File: config.mk
export PLATFORM = sky130hd
export DESIGN_NAME = clb_cfg_loader
export DESIGN_NICKNAME = d
export VERILOG_FILES = /design/src/rtl/clb_cfg_pkg.sv /design/src/rtl/clb_cfg_loader_preamble_det.sv /design/src/rtl/clb_cfg_loader.sv
export SDC_FILE = /design/constraint.sdc
export NUM_CORES = 1
export LEC_CHECK = 0
export ABC_AREA = 1
export BUFFER_PORTS_ARGS = -buffer_cell sky130_fd_sc_hd__buf_2
export CAP_MARGIN = 30
export CELL_PAD_IN_SITES_DETAIL_PLACEMENT = 1
export CELL_PAD_IN_SITES_GLOBAL_PLACEMENT = 1
export CORE_ASPECT_RATIO = 0.7
export CORE_MARGIN = 1.5
export CORE_UTILIZATION = 46
export CTS_CLUSTER_SIZE = 14
export DETAILED_ROUTE_END_ITERATION = 7
export GPL_TIMING_DRIVEN = 0
export PLACE_DENSITY_LB_ADDON = 0.1
export SETUP_SLACK_MARGIN = 0.05
export SLEW_MARGIN = 10
export SYNTH_ARGS = -nofsm -noshare
export SYNTH_HDL_FRONTEND = slang
export SYNTH_HIERARCHICAL = 1
export SYNTH_SLANG_ARGS = --single-unit
File: constraint.sdc
create_clock -name K -period 2.5 [get_ports K]
set_input_delay 0.75 -clock K [delete_from_list [all_inputs] [get_ports K]]
set_output_delay 0.75 -clock K [all_outputs]
set_load 0.01 [all_outputs]
File: src/rtl/clb_cfg_pkg.sv
// Shared constants and types for the clb44 serial configuration loader.
package clb_cfg_pkg;

  // Configuration word, preamble and power-up defaults
  localparam int              CFG_W   = 37;
  localparam int              PRE_W   = 8;
  localparam logic [PRE_W-1:0] PRE    = 8'hA5;
  localparam logic [CFG_W-1:0] CFG_RST = 37'h0380A80116;

  // Field layout of the clb44 configuration word (LSB offset, width)
  localparam int MEM_LSB        = 0;   localparam int MEM_W        = 16;
  localparam int COMBOPT_LSB    = 16;  localparam int COMBOPT_W    = 2;
  localparam int MUX2SEL_LSB    = 18;  localparam int MUX2SEL_W    = 2;
  localparam int MUX3SEL_LSB    = 20;  localparam int MUX3SEL_W    = 2;
  localparam int MUX4SEL_LSB    = 22;  localparam int MUX4SEL_W    = 2;
  localparam int MUX5SEL_LSB    = 24;  localparam int MUX5SEL_W    = 2;
  localparam int MUX6SEL_LSB    = 26;  localparam int MUX6SEL_W    = 2;
  localparam int O2M_0_LSB      = 28;  localparam int O2M_0_W      = 3;
  localparam int O2M_1_LSB      = 31;  localparam int O2M_1_W      = 3;
  localparam int DQMUX1_LSB     = 34;  localparam int DQMUX1_W     = 1;
  localparam int DQMUX2_LSB     = 35;  localparam int DQMUX2_W     = 1;
  localparam int FLOPORLATCH_LSB = 36; localparam int FLOPORLATCH_W = 1;

  // Loader states: hunting the preamble, shifting payload, checking parity
  typedef enum logic [1:0] {
    HUNT = 2'd0,
    LOAD = 2'd1,
    PAR  = 2'd2
  } cfg_state_e;

endpackage

File: src/rtl/clb_cfg_loader_preamble_det.sv
// Sliding preamble detector: shifts accepted bits into a window and flags the
// cycle on which the window (including the incoming bit) equals the pattern.
module cfg_preamble_det #(
  parameter int               PRE_W = 8,
  parameter logic [PRE_W-1:0] PRE   = 8'hA5
) (
  input  logic K,
  input  logic RST,
  input  logic DIN,
  input  logic DVALID,
  input  logic CLR,
  output logic HIT
);

  logic [PRE_W-1:0] sr_q;
  logic [PRE_W-1:0] sr_d;

  // Window after this cycle's bit, used both for the compare and the update
  always_comb begin
    sr_d = {sr_q[PRE_W-2:0], DIN};
  end

  // Window register; clear holds it empty while a frame is in flight
  always_ff @(posedge K) begin
    if (RST || CLR) begin
      sr_q <= '0;
    end else if (DVALID) begin
      sr_q <= sr_d;
    end
  end

  assign HIT = DVALID && !CLR && (sr_d == PRE);

endmodule

File: src/rtl/clb_cfg_loader.sv
// Serial configuration loader for clb44: hunts the preamble, shifts in one
// configuration frame, checks even parity and commits only clean frames.
// Handshake: DIN is consumed on every cycle DVALID is high; when DVALID is low
// nothing changes, so gaps of any length are allowed. There is no ready.
module clb_cfg_loader #(
  parameter int               CFG_W   = clb_cfg_pkg::CFG_W,
  parameter int               PRE_W   = clb_cfg_pkg::PRE_W,
  parameter logic [PRE_W-1:0] PRE     = clb_cfg_pkg::PRE,
  parameter logic [CFG_W-1:0] CFG_RST = clb_cfg_pkg::CFG_RST
) (
  input  logic                    K,
  input  logic                    RST,
  input  logic                    DIN,
  input  logic                    DVALID,
  output logic [CFG_W-1:0]        CFG,
  output logic                    CFG_VALID,
  output logic                    ERR,
  output logic                    BUSY,
  output clb_cfg_pkg::cfg_state_e STATE_DBG
);

  import clb_cfg_pkg::*;

  localparam int         CNT_W = 6;
  localparam [CNT_W-1:0] LAST  = CNT_W'(CFG_W - 1);

  cfg_state_e       state_q, state_d;
  logic [CFG_W-1:0] shadow_q, shadow_d;
  logic [CNT_W-1:0] cnt_q, cnt_d;
  logic             par_q, par_d;
  logic [CFG_W-1:0] cfg_q, cfg_d;
  logic             cfg_valid_q, cfg_valid_d;
  logic             err_q, err_d;
  logic             busy_q, busy_d;
  logic             pre_hit;
  logic             det_clr;

  // The detector only watches the stream while hunting
  assign det_clr = (state_q != HUNT);

  cfg_preamble_det #(
    .PRE_W (PRE_W),
    .PRE   (PRE)
  ) u_det (
    .K      (K),
    .RST    (RST),
    .DIN    (DIN),
    .DVALID (DVALID),
    .CLR    (det_clr),
    .HIT    (pre_hit)
  );

  // Next-state logic for the frame FSM and its registered outputs
  always_comb begin
    state_d     = state_q;
    shadow_d    = shadow_q;
    cnt_d       = cnt_q;
    par_d       = par_q;
    cfg_d       = cfg_q;
    cfg_valid_d = 1'b0;
    err_d       = 1'b0;
    case (state_q)
      HUNT: begin
        if (pre_hit) begin
          state_d  = LOAD;
          cnt_d    = '0;
          shadow_d = '0;
          par_d    = 1'b0;
        end
      end
      LOAD: begin
        if (DVALID) begin
          shadow_d = {shadow_q[CFG_W-2:0], DIN};
          par_d    = par_q ^ DIN;
          cnt_d    = cnt_q + 1'b1;
          if (cnt_q == LAST) begin
            state_d = PAR;
          end
        end
      end
      PAR: begin
        if (DVALID) begin
          if ((par_q ^ DIN) == 1'b0) begin
            cfg_d       = shadow_q;
            cfg_valid_d = 1'b1;
          end else begin
            err_d = 1'b1;
          end
          state_d = HUNT;
        end
      end
      default: state_d = HUNT;
    endcase
    busy_d = (state_d != HUNT);
  end

  // State and output registers; reset wins over any DVALID in the same cycle
  always_ff @(posedge K) begin
    if (RST) begin
      state_q     <= HUNT;
      shadow_q    <= '0;
      cnt_q       <= '0;
      par_q       <= 1'b0;
      cfg_q       <= CFG_RST;
      cfg_valid_q <= 1'b0;
      err_q       <= 1'b0;
      busy_q      <= 1'b0;
    end else begin
      state_q     <= state_d;
      shadow_q    <= shadow_d;
      cnt_q       <= cnt_d;
      par_q       <= par_d;
      cfg_q       <= cfg_d;
      cfg_valid_q <= cfg_valid_d;
      err_q       <= err_d;
      busy_q      <= busy_d;
    end
  end

  assign CFG       = cfg_q;
  assign CFG_VALID = cfg_valid_q;
  assign ERR       = err_q;
  assign BUSY      = busy_q;
  assign STATE_DBG = state_q;

endmodule

==> impl_results.md <==
- Sequential Power Share: 52.6%
- Die Footprint: roughly 9000 µm²
- Antenna violations before repair: 0
- Synth warn: 6
- Clk_lat worst skew: between 0.3 and 0.4 ns
- Post-Syn Area: roughly 3800 µm²
- DR WL met2: 4750 µm
- Compound-Gate Fraction of Synth Area: 9.94%
- Vias in the first global route: 3551
- Number of fill cells: slightly above 1000
- Inst Count DP: 628
- TritonCTS clock tree: built
- Hold crit path type: reg2reg
- Fmax: roughly 500 MHz
- Leakage: between 1.5 and 2 nW
- WS Path Type: in2reg
- Yosys reg bits: 93
- Clk buf depth: 2
- Worst setup SP type: primary input
- Met3 wire length: ~400 µm
- Final global-route overflow total: 0
- RSZ-0062 raised after global routing: no
- DRT antenna net count: 0
- Final number of setup-violating endpoints: 0
- Placer Congestion: 0.780
- Least-Margin Pin Slew: 0.584 ns
- Post-route insts no fill: around 640
- Mapped Cells: 482
- CTS Buf Count: 9
- Pre-CTS setup slack: 0.211 ns
- Post-Synth XOR/XNOR Area: 0.461%
- Post-CTS Setup Bufs: 0
- CTS Sinks: 93
- Pre-antenna DRT Iters: 4
- Initial Util: between 40% and 50%
- Hold violation count in the final report: 0
- Outcome: finished, final reports clean
- # port buffers: 45
- Maximum fanout along the worst path: 10
- DRC Markers: 0
- Worst path most repeated cell: nand3_1
- Max cap viols: 0
- Vias per cell: 5.45
- Syn avg cell area: 7.89 µm²
- Fin crit share: 79.8%
- Switching power: between 600 and 700 µW
- Routed vias: 3497
- Clock root cell: clkbuf_16
- Mux share of post-synthesis cell area: 0%
- Final count of pins violating max slew: 0
- GRT Total Usage: 25.0%
- Cts-stage hold buffer count: 0
- Die W: approximately 110 µm
- Sw frac: 21.3%
- Resized cells post-CTS: 0
- Power Dens Cells: 639 nW/µm²
- Int Power: 2.22 mW
- Synth Area in Adders: 0.658%
- Final WL: 10200 µm
- Number of buffer and inverter stages on the critical path: 4
- First DRT Iteration DRCs: 142
- Die Ht: 79.1 µm
- Site row count: 27
- Largest net degree at the start of global routing: 14
- Crit. End Element: register
- Worst slew margin relative to its limit: 61.1%
- Post-Syn Nets: 488
- Worst-path clk slew: roughly 0.060 ns
- Required time of the worst setup path: 2.71 ns
- Slowest-stage cell, CP: clkbuf_1
- Final core occ: 55.7%
- Syn-to-layout area delta: 16.3%
- WP data arrival: 2.20 ns
- Detailed placement HPWL: 7180 µm
- Share of cells above drive strength 1: between 20% and 30%
- Clock Power Share: 44.6%
- Highest routed metal layer: met4
- DR WL/cell: 15.9 µm
- Core area: just under 8000 µm²
- Final worst setup slack: 0.505 ns
- First-pass GRT wire length: 17400 µm
- Combinational share of power: 2.8%
- Top Family by Delay on Critical Path: buffers and inverters
- H-tree depth: 3
- Met1 WL: between 4000 and 5000 µm
- Min cycle time layout: 1.99 ns
- Setup TNS: 0 ns
- Register area share after synthesis: 49.0%
- Antenna Cells: 0
- Nets: about 540
- VDD IR-drop max: 0.000404 V
- Simple-gate share of the synthesized area: between 30 and 40%
- Top Ports: between 40 and 50
- Worst hold slack: 0.465 ns
- Main combinational cell family by area after synthesis: simple AND/OR/NAND/NOR gates
- Clock skew: 0.00479 ns
- Synth cell types: 27
- CP max stage delay: 0.36 ns
- Crit path cell chain: buf_2 -> buf_6 -> nand2_1 -> inv_1 -> nand3_1 -> nor2_1 -> nand2_2 -> nand3_1 -> clkbuf_1 -> o21ai_0
==> through the flow <==
step                      total power [mW]  cell area, µm²
after global placement                1.59            4150
after global routing                  2.92            4420
after detailed placement              1.60            4150
after CTS                             2.85            4420
after floorplan                       1.57            3800
final                                 2.82            4420
==> registers in the layout, indices dropped and copies added (netlist names) <==
| name | cells |
|---|---|
| CFG | 37 |
| shadow_q | 37 |
| u_det/sr_q | 7 |
| cnt_q | 6 |
| STATE_DBG | 2 |
| BUSY | 1 |
| CFG_VALID | 1 |
| ERR | 1 |
| par_q | 1 |
==> layout make-up <==
type,count,area (µm²),area share [%]
clock buffers,13,260,5.89
repair buffers,45,225,5.09
well taps,101,126,2.86
plain buffers,37,231,5.23
inverters,27,101,2.29
clock inverters,1,7.51,0.170
multi-input cells,325,1610,36.4
flip-flops and latches,93,1860,42.1
==> tightest hold or removal path: cells and delay by family, from the launching register on <==
family / cells / cell delay (ns)
DFF: 1 / 0.32
and+or+nand+nor: 2 / 0.11
==> layer usage <==
layer | global-route usage, % | up-vias
met5 | 0 | -
met4 | 8.73 | 0
li1 | - | 1694
met2 | 41.2 | 56
met1 | 31.9 | 1723
met3 | 6.56 | 24
==> cells in the final DEF (no fill, tap or decap), drive strengths merged <==
master	synthesis	layout
clkinvlp	0	1
xnor2	1	1
clkbuf	8	21
o211ai	1	1
dfxtp	93	93
nand4	10	10
buf	29	74
a21oi	42	42
nand2	69	69
clkinv	1	1
nand3b	19	19
and3	1	1
ha	2	2
xor2	1	1
nand3	78	78
o21ai	20	20
inv	26	26
nor2	79	79
or2	2	2
==> worst paths after layout <==
check        slack, ns  cells past startpoint         start            to
max               0.51                     10        DVALID  shadow_q[25]
min               0.47                      2       CFG[26]       CFG[26]
max reg2reg       0.58                      9  STATE_DBG[0]  shadow_q[25]
min reg2reg       0.47                      2       CFG[26]       CFG[26]
==> Yosys cell counts <==
library cell  number  share of area [%]
or2_2              1               0.16
o21ai_2            9                2.1
nand2_2            3               0.49
nand3_1           77                 10
buf_4              5               0.99
a21oi_1           35                4.6
a21oi_2            7                1.6
inv_2              1              0.099
clkbuf_1           8               0.79
clkinv_1           1              0.099
nand3b_1          19                3.8
xnor2_1            1               0.23
nor2_1            77                7.6
or2_1              1               0.16
nand4_1           10                1.6
nor2_2             2               0.33
ha_1               2               0.66
xor2_1             1               0.23
nand3_2            1               0.26
and3_1             1               0.16
o21ai_0           11                1.4
buf_2             17                2.2
nand2_1           66                6.5
inv_1             25                2.5
dfxtp_1           93                 49
buf_6              7                2.1
o211ai_1           1               0.20
==> logic make-up after synthesis <==
logic type,Yosys count
AO/OA/AOI/OAI,63
XOR/XNOR,2
adder cells (fa/ha/maj),2
buffers and inverters,64
flip-flops,93
AND/OR/NAND/NOR,258
==> power by group through the flow <==
| stage | clock (mW) | combinational, mW | sequential [mW] |
|---|---|---|---|
| final | 1.26 | 0.0792 | 1.48 |
| after CTS | 1.29 | 0.0791 | 1.48 |
| after global placement | 0 | 0.0755 | 1.52 |
| after detailed placement | 0 | 0.0781 | 1.52 |
| after global routing | 1.35 | 0.0883 | 1.48 |
| after floorplan | 0 | 0.0529 | 1.52 |
No activity file was read; power rests on OpenSTA's default activity.
